<file path="src/rtl/run_length_compressor.sv">
// run_length_compressor: bit-serial run-length encoder.
// Consumes N-bit words LSB-first and emits (bit, run-length) tokens.
// Runs merge across word boundaries. A flush emits the final partial run.
// Optional statistics counters are enabled by defining RLC_STATS_EN.
module run_length_compressor #(
  parameter int unsigned N = 32
) (
  input  logic                 clk,
  input  logic                 reset,
  input  logic                 in_valid,
  output logic                 in_ready,
  input  logic [N-1:0]         in_data,
  input  logic                 flush,
  output logic                 out_valid,
  input  logic                 out_ready,
  output logic                 out_bit,
  output logic [$clog2(N):0]   out_value,
  output logic [15:0]          tok_count,
  output logic [15:0]          bit_count
);

  localparam int unsigned LW = $clog2(N) + 1;
  localparam int unsigned IW = $clog2(N);

  typedef enum logic [1:0] {
    IDLE  = 2'd0,
    SCAN  = 2'd1,
    FLUSH = 2'd2
  } state_t;

  state_t          r_state;
  state_t          w_state_nxt;
  logic [N-1:0]    r_shreg;
  logic [N-1:0]    w_shreg_nxt;
  logic [IW-1:0]   r_idx;
  logic [IW-1:0]   w_idx_nxt;
  logic [LW-1:0]   r_run_len;
  logic [LW-1:0]   w_run_len_nxt;
  logic            r_run_bit;
  logic            w_run_bit_nxt;
  logic            r_in_ready;
  logic            w_in_ready_nxt;
  logic            r_out_valid;
  logic            w_out_valid_nxt;
  logic            r_out_bit;
  logic            w_out_bit_nxt;
  logic [LW-1:0]   r_out_value;
  logic [LW-1:0]   w_out_value_nxt;
  logic            w_stall;
  logic            w_load;
  logic            w_scan_bit;

  // The output slot is occupied and not being drained this cycle.
  assign w_stall    = r_out_valid && !out_ready;
  assign w_scan_bit = r_shreg[0];

  // State register and all datapath/output registers.
  always_ff @(posedge clk or posedge reset) begin
    if (reset) begin
      r_state     <= IDLE;
      r_shreg     <= '0;
      r_idx       <= '0;
      r_run_len   <= '0;
      r_run_bit   <= 1'b0;
      r_in_ready  <= 1'b0;
      r_out_valid <= 1'b0;
      r_out_bit   <= 1'b0;
      r_out_value <= '0;
    end else begin
      r_state     <= w_state_nxt;
      r_shreg     <= w_shreg_nxt;
      r_idx       <= w_idx_nxt;
      r_run_len   <= w_run_len_nxt;
      r_run_bit   <= w_run_bit_nxt;
      r_in_ready  <= w_in_ready_nxt;
      r_out_valid <= w_out_valid_nxt;
      r_out_bit   <= w_out_bit_nxt;
      r_out_value <= w_out_value_nxt;
    end
  end

  // Next-state, run tracking and token-slot logic.
  always_comb begin
    w_state_nxt     = r_state;
    w_shreg_nxt     = r_shreg;
    w_idx_nxt       = r_idx;
    w_run_len_nxt   = r_run_len;
    w_run_bit_nxt   = r_run_bit;
    w_load          = 1'b0;

    unique case (r_state)
      IDLE: begin
        // in_ready is low for the first cycle after reset; nothing is taken then.
        if (r_in_ready) begin
          if (in_valid) begin
            w_shreg_nxt = in_data;
            w_idx_nxt   = '0;
            w_state_nxt = SCAN;
          end else if (flush && (r_run_len != '0)) begin
            w_state_nxt = FLUSH;
          end
        end
      end

      SCAN: begin
        if (!w_stall) begin
          if (r_run_len == '0) begin
            w_run_bit_nxt = w_scan_bit;
            w_run_len_nxt = LW'(1);
          end else if ((w_scan_bit == r_run_bit) && (r_run_len < LW'(N))) begin
            w_run_len_nxt = r_run_len + LW'(1);
          end else begin
            // Bit change or full-length run: emit the current run, start a new one.
            w_load        = 1'b1;
            w_run_bit_nxt = w_scan_bit;
            w_run_len_nxt = LW'(1);
          end
          w_shreg_nxt = r_shreg >> 1;
          if (r_idx == IW'(N - 1)) begin
            w_idx_nxt   = '0;
            w_state_nxt = IDLE;
          end else begin
            w_idx_nxt = r_idx + IW'(1);
          end
        end
      end

      FLUSH: begin
        if (!w_stall) begin
          w_load        = 1'b1;
          w_run_len_nxt = '0;
          w_state_nxt   = IDLE;
        end
      end

      default: begin
        w_state_nxt = IDLE;
      end
    endcase

    w_in_ready_nxt  = (w_state_nxt == IDLE);

    // One-entry token slot: load wins over drain, so there is no bubble.
    w_out_valid_nxt = r_out_valid;
    w_out_bit_nxt   = r_out_bit;
    w_out_value_nxt = r_out_value;
    if (w_load) begin
      w_out_valid_nxt = 1'b1;
      w_out_bit_nxt   = r_run_bit;
      w_out_value_nxt = r_run_len;
    end else if (out_ready) begin
      w_out_valid_nxt = 1'b0;
    end
  end

  assign in_ready  = r_in_ready;
  assign out_valid = r_out_valid;
  assign out_bit   = r_out_bit;
  assign out_value = r_out_value;

`ifdef RLC_STATS_EN
  logic [15:0] r_tok_count;
  logic [15:0] r_bit_count;
  logic        w_bit_adv;

  assign w_bit_adv = (r_state == SCAN) && !w_stall;

  // Token handshake and scanned-bit counters, wrapping mod 2^16.
  always_ff @(posedge clk or posedge reset) begin
    if (reset) begin
      r_tok_count <= '0;
      r_bit_count <= '0;
    end else begin
      if (r_out_valid && out_ready) begin
        r_tok_count <= r_tok_count + 16'd1;
      end
      if (w_bit_adv) begin
        r_bit_count <= r_bit_count + 16'd1;
      end
    end
  end

  assign tok_count = r_tok_count;
  assign bit_count = r_bit_count;
`else
  assign tok_count = 16'd0;
  assign bit_count = 16'd0;
`endif

endmodule
</file>
<file path="config.mk">
export PLATFORM = sky130hd
export DESIGN_NAME = run_length_compressor
export DESIGN_NICKNAME = d
export VERILOG_FILES = /design/src/rtl/run_length_compressor.sv
export SDC_FILE = /design/constraint.sdc
export NUM_CORES = 1
export LEC_CHECK = 0
export ABC_CLOCK_PERIOD_IN_PS = 2300
export BUFFER_PORTS_ARGS = -buffer_cell sky130_fd_sc_hd__buf_2
export CORE_AREA = 2 2 78 80
export DETAILED_ROUTE_END_ITERATION = 8
export DIE_AREA = 0 0 80 82
export GPL_TIMING_DRIVEN = 0
export PLACE_DENSITY = 0.79
export SYNTH_ARGS = -nofsm -noshare
export SYNTH_HDL_FRONTEND = slang
export SYNTH_SLANG_ARGS = --single-unit
</file>
<file path="constraint.sdc">
create_clock -name clk -period 2.3 [get_ports clk]
set_input_delay 0.345 -clock clk [delete_from_list [all_inputs] [get_ports clk]]
set_output_delay 0.345 -clock clk [all_outputs]
set_load 0.1 [all_outputs]
</file>
## After elaboration in Yosys (flattened, before gate mapping)

Index checks and enable logic that the tools add are counted.

- Bits in registers: 55
- Input bits: 37
- Output and inout bits: 41
- Word-level logic and storage cells: 66

- $add $sub $neg: 2
- Order comparisons: 1
- Equal/unequal tests: 9
- Muxes and demuxes: 30
- Bitwise gates (word level): 1
- Reductions and logical operators: 14

Operators with widths:

| operator | count |
|---|---|
| 32-bit 2-to-1 mux | 3 |
| 32-bit one-hot mux with 2 select lines | 1 |
| 6-bit 2-to-1 mux | 4 |
| 5-bit 2-to-1 mux | 4 |
| 2-bit 2-to-1 mux | 6 |
| 6-bit one-hot mux with 2 select lines | 1 |
| 2-bit != test (second input constant) | 5 |
| 5-bit one-hot mux with 2 select lines | 1 |
| 1-bit 2-to-1 mux | 8 |
| 6-bit by 1-bit adder with 6-bit output (second input constant) | 1 |
| 6-bit zero test | 1 |
| 6-bit < comparator (second input constant) | 1 |
| 2-bit one-hot mux with 3 select lines | 1 |
| 3-bit AND reduction | 2 |
| 2-bit nonzero test | 3 |
| 6-bit nonzero test | 1 |
| 5-bit by 1-bit adder with 5-bit output (second input constant) | 1 |
| 5-bit == test (second input constant) | 1 |
| 2-bit zero test | 2 |
| 4-bit AND reduction | 1 |
| 1-bit logical AND | 3 |
| 2-bit by 1-bit == test with 1-bit output (second input constant) | 1 |
| 2-bit == test (second input constant) | 1 |
| 1-bit one-hot mux with 2 select lines | 1 |
| other kinds (3) | 3 |

## Longest topological paths before layout

- Depth in word-level cells: 7
- Gate-level depth with buffers: 9
- Mapped depth without buffers: 7

## Least setup slack after synthesis

OpenSTA, ideal clock, no wires.

- Path type: register to register
- Start point: register r_in_ready, in the netlist in_ready
- End point: register r_idx[3]
- Setup time: 0.069 ns
- Data arrival time: 2.055 ns
- Required time: 2.231 ns
- Path slack: 0.176 ns
- Stages on the path, launching flop included: 5
- Path buffers: 0
- Clock period less this slack: 2.124 ns
- Path through: dfrtp_1 a21boi_1 a211o_1 or4_1 nand3_1

- Cells in the longest elaborated chain, start to end: 2

RTL lines:

| element | RTL line | text |
|---|---|---|
| start, declared | 41 | `logic r_in_ready;` |
| start signal, assigned | 75 | `r_in_ready <= w_in_ready_nxt;` |
| 2-bit != test (no line) | -- |  |
| 4-bit AND reduction (no line) | -- |  |
| end signal, assigned | 72 | `r_idx <= w_idx_nxt;` |
| end, declared | 35 | `logic [IW-1:0] r_idx;` |

No other way between the ends.
A chain may end at the register's enable or synchronous reset.

## Worst setup path in the final report

- Start point: register r_state[1]
- End point: register r_idx[2]

- Cells in the longest elaborated chain, start to end: 3
- Elaborated cells on any way between the ends: 8
- Those cells by class: eq/ne (4); mux (1); reduce/logical (3)

RTL lines:

| element | RTL line | text |
|---|---|---|
| start, declared | 31 | `state_t r_state;` |
| start signal, assigned | 70 | `r_state <= w_state_nxt;` |
| 2-bit by 1-bit == test with 1-bit output or 2-bit zero test (tied branches) | 91 | `unique case (r_state)` |
| 2-bit != test (no line) or 2-bit nonzero test (tied branches) | -- |  |
| 4-bit AND reduction (no line) | -- |  |

Several ways; a longest one is shown, not always the timed one.

==> flow_summary_export.csv <==
group,metric,value,unit
outcome,status,"finished, final reports clean",
floorplanning,die-width,80,um
critical_path,rr_startpoint,"r_state[1]$_DFF_PP0_",
synthesis,ys_async_sr_fraction,100,%
timing,slew_headroom,55.4,%
pwr,power_frac_comb,56.9,%
synthesis,synth_flop_cell,"dfrtp_1",
critical_path,crit_top_cell,"buf_2",
drt,vias_per_cell,4.96,
timing,hold_viol_final,0,
final_layout,postLayoutCellArea,3530,um^2
critical_path,start_kind,"flop",
floorplanning,row_count,28,
pwr,net-switching-power,2.58,mW
critical_path,worstPathArrival,2.30,ns
synthesis,ys_ff_latch,55,
placement,port_buffers,45,
drt,first_pass_iters,4,
critical_path,path_buf_inv,3,
critical_path,critPathCaptureType,"flop",
placement,hpwlAfterDp,4.35,mm
synthesis,synth_warnings,0,
synthesis,synth_edf_count,0,
critical_path,path_cells,"inv_1 > ha_1 > buf_2 > buf_2 > a211oi_1 > nand3_1 > o21ai_0",
synthesis,syn_area_per_cell,10.1,um^2
cts,cts_num_sinks,55,
synthesis,synth_top_area_share,46.2,%
final_layout,drive_gt1_share,28.5,%
timing,tns,0,ns
critical_path,reg2reg_slack,0.24,ns
floorplanning,core,5750,um^2
timing,post-route-period-util,89.5,%
synthesis,netlist_instances,294,
global_routing,overflow,0,
timing,period_needed,2.06,ns
floorplanning,dieArea,6560,um^2
cts,clk_latency,0.32,ns
placement,gp_congestion,0.864,
final_layout,fillers,505,
critical_path,cpLargestDelayFamily,"compound AO/OA/AOI/OAI gates",
drt,drt_iter0_drc,82,
cts,cts-root-buf,"clkbuf_8",
cts,path_clk_slew,0.11,ns
min_path,min_path_type,"in2async",
critical_path,cp_max_fo,10,
critical_path,critPathSlowestCell,"a211oi_1",
drt,drt_wl_total,5.78,mm
cts,cts-buffers-inserted,5,
pwr,max-vdd-ir-drop,0.944,mV
drt,num_vias,2253,
timing,clock.fmax,486,MHz
pwr,pwr-share-seq,31.7,%
drt,drcViolationCount,0,
critical_path,cp_slowest_stage_delay,0.58,ns
pwr,power_leakage,1.81,nW
timing,worst_pin_slew,0.664,ns
global_routing,grt_pass1_vias,2194,
timing,final_max_slew_viol_count,0,
final_layout,area_growth,18.7,%
timing,rsz0062_at_grt,"no",
global_routing,grt_use_total,19.2,%
synthesis,netlist_area,2980,um^2
run,drv_cap,0,
cts,cts_tree,"built",
critical_path,reg2reg_depth,7,
drt,drtAntennaViolNets,0,
timing,skew,0.00960,ns
pwr,p_per_area,1480,nW/um^2
global_routing,grt_pass1_wl,9.86,mm
final_layout,fin_nets,423,
pwr,sw_frac_of_total,49.5,%
global_routing,grt_antenna_before_repair,0,
timing,setup_viol_count_final,0,
pwr,p_int,2.64,mW
critical_path,crit_type,"reg2reg",
final_layout,antenna_cells,0,
critical_path,worstPathRequired,2.54,ns
critical_path,timing.rr.end,"r_idx[2]$_DFFE_PP0P_",
drt,wl_per_cell,12.7,um
synthesis,synth.distinct_cells,40,
placement,place_area,3430,um^2
floorplanning,dieHeight,82,um
synthesis,yosysTopAreaCell,"dfrtp_1",
cts,cts_max_level,2,
cts,cts_buffer_depth,2,
pwr,pwr-share-clk,11.4,%
global_routing,grt_max_degree,34,
floorplanning,start_util,51.8,%
pwr,power,5.22,mW
floorplanning,io_pins,78,
synthesis,yosys-top-cells-area,"dfrtp_1 46%, mux2i_1 10%, buf_4 8.3%",
synthesis,ys_seq_area_share,46.2,%
==> flip-flops by register name, indices dropped and copies added, names as in the netlist, 2 cells and up <==
| signal | flops |
|---|---|
| r_state | 2 |
| r_shreg | 32 |
| out_value | 6 |
| r_run_len | 6 |
| r_idx | 5 |
==> routing by layer <==
metal | track usage [%] | up-vias | share of wire, %
li1 | - | 1119 | -
met1 | 22.2 | 1056 | 42
met2 | 34.0 | 74 | 50
met3 | 6.15 | 4 | 6.9
met4 | 5.76 | 0 | 0.99
met5 | 0 | - | 0
==> Yosys cell counts (2+ instances only) <==
cell      number
a21oi_1        4
nor2b_1        2
dfrtp_1       55
ha_1           8
or4_1          2
and2_1         3
nand2_1       46
and3_1         2
nand2b_1       2
nor4_1         3
nor2_1         4
o21ai_4        2
mux2i_1       31
o211ai_1       2
nand3_1        9
mux2_4         7
clkbuf_1       5
o21ai_0       35
buf_4         33
buf_2          7
o21ai_1        4
a211oi_1       3
inv_1          8
==> worst reg2reg max path: stages (launching register included) <==
cell      delay, ns
dfrtp_1        0.40
inv_1          0.09
ha_1           0.18
buf_2          0.17
buf_2          0.21
a211oi_1       0.59
nand3_1        0.13
o21ai_0        0.20
==> layout make-up <==
cell class / count / area (um^2) / share of cell area (%)
multi-input combinational: 217 / 1390 / 39.2
sequential: 55 / 1380 / 39.0
buffer: 45 / 303 / 8.57
timing repair buffer: 46 / 245 / 6.94
tap: 75 / 93.8 / 2.66
clock buffer: 6 / 82.6 / 2.34
inverter: 8 / 30.0 / 0.850
clock inverter: 2 / 17.5 / 0.496
==> power by group through the flow <==
stage / Sequential (mW) / Combinational [mW] / Clock (mW)
6_report: 1.65 / 2.97 / 0.594
5_1_grt: 1.71 / 3.28 / 0.646
4_1_cts: 1.66 / 2.98 / 0.607
3_5_place_dp: 1.67 / 2.98 / 0
3_3_place_gp: 1.65 / 2.89 / 0
2_1_floorplan: 2.05 / 2.01 / 0
==> how the worst max path moves through the flow <==
stage | start | depth (start not counted) | to | slack (ns)
after global placement | reset | 2 | r_shreg[21]$_DFFE_PP0P_ | -0.08
after floorplan | in_ready$_DFF_PP0_ | 4 | r_idx[3]$_DFFE_PP0P_ | 0.18
final | r_state[1]$_DFF_PP0_ | 7 | r_idx[2]$_DFFE_PP0P_ | 0.24
after global routing | r_state[1]$_DFF_PP0_ | 8 | r_shreg[29]$_DFFE_PP0P_ | 0.05
after CTS | r_state[1]$_DFF_PP0_ | 8 | r_shreg[26]$_DFFE_PP0P_ | 0.12
after detailed placement | r_state[0]$_DFF_PP0_ | 8 | r_shreg[26]$_DFFE_PP0P_ | 0.13
==> per-stage QoR <==
stage | instances | hold WS (ns) | utilization [%] | setup WS, ns
4_1_cts | 454 | 0.0523 | 61.5 | 0.116
6_report | 454 | 0.0480 | 61.5 | 0.242
3_5_place_dp | 446 | 0.406 | 59.7 | 0.133
3_3_place_gp | 445 | 0.456 | 59.4 | -0.0829
2_1_floorplan | 325 | 0.438 | - | 0.176
5_1_grt | 454 | 0.0699 | 61.5 | 0.0494
==> logic make-up after synthesis <==
logic type	Yosys count	share of synthesized area [%]
xor gates and xnor gates	1	0.294
adders and majority gates	8	3.36
AOI/OAI and AO/OA	60	12.6
and+or+nand+nor	77	11.9
other	1	0.126
muxes	39	14.3
buffers and inverters	53	11.1
DFF	55	46.2
==> timing repair <==
item	in CTS	in global routing
setup endpoints to repair	0	20
hold buffers	0	0
endpoints found under the hold margin	0	0
resized for setup	0	2
buffers inserted	0	0
==> cell usage in the layout, fill, tap and decap left out, types with 3 or more instances in the layout <==
master	instances
conb_1	32
nor4_1	3
ha_1	8
inv_1	7
a21oi_1	4
nand3_1	9
clkbuf_1	4
nor2_1	4
nand2_1	46
dfrtp_1	55
mux2i_1	31
o21ai_0	35
a211oi_1	3
clkbuf_8	6
buf_2	52
and2_1	3
buf_4	33
mux2_4	7
o21ai_1	4
(Power assumes the default switching activity.)
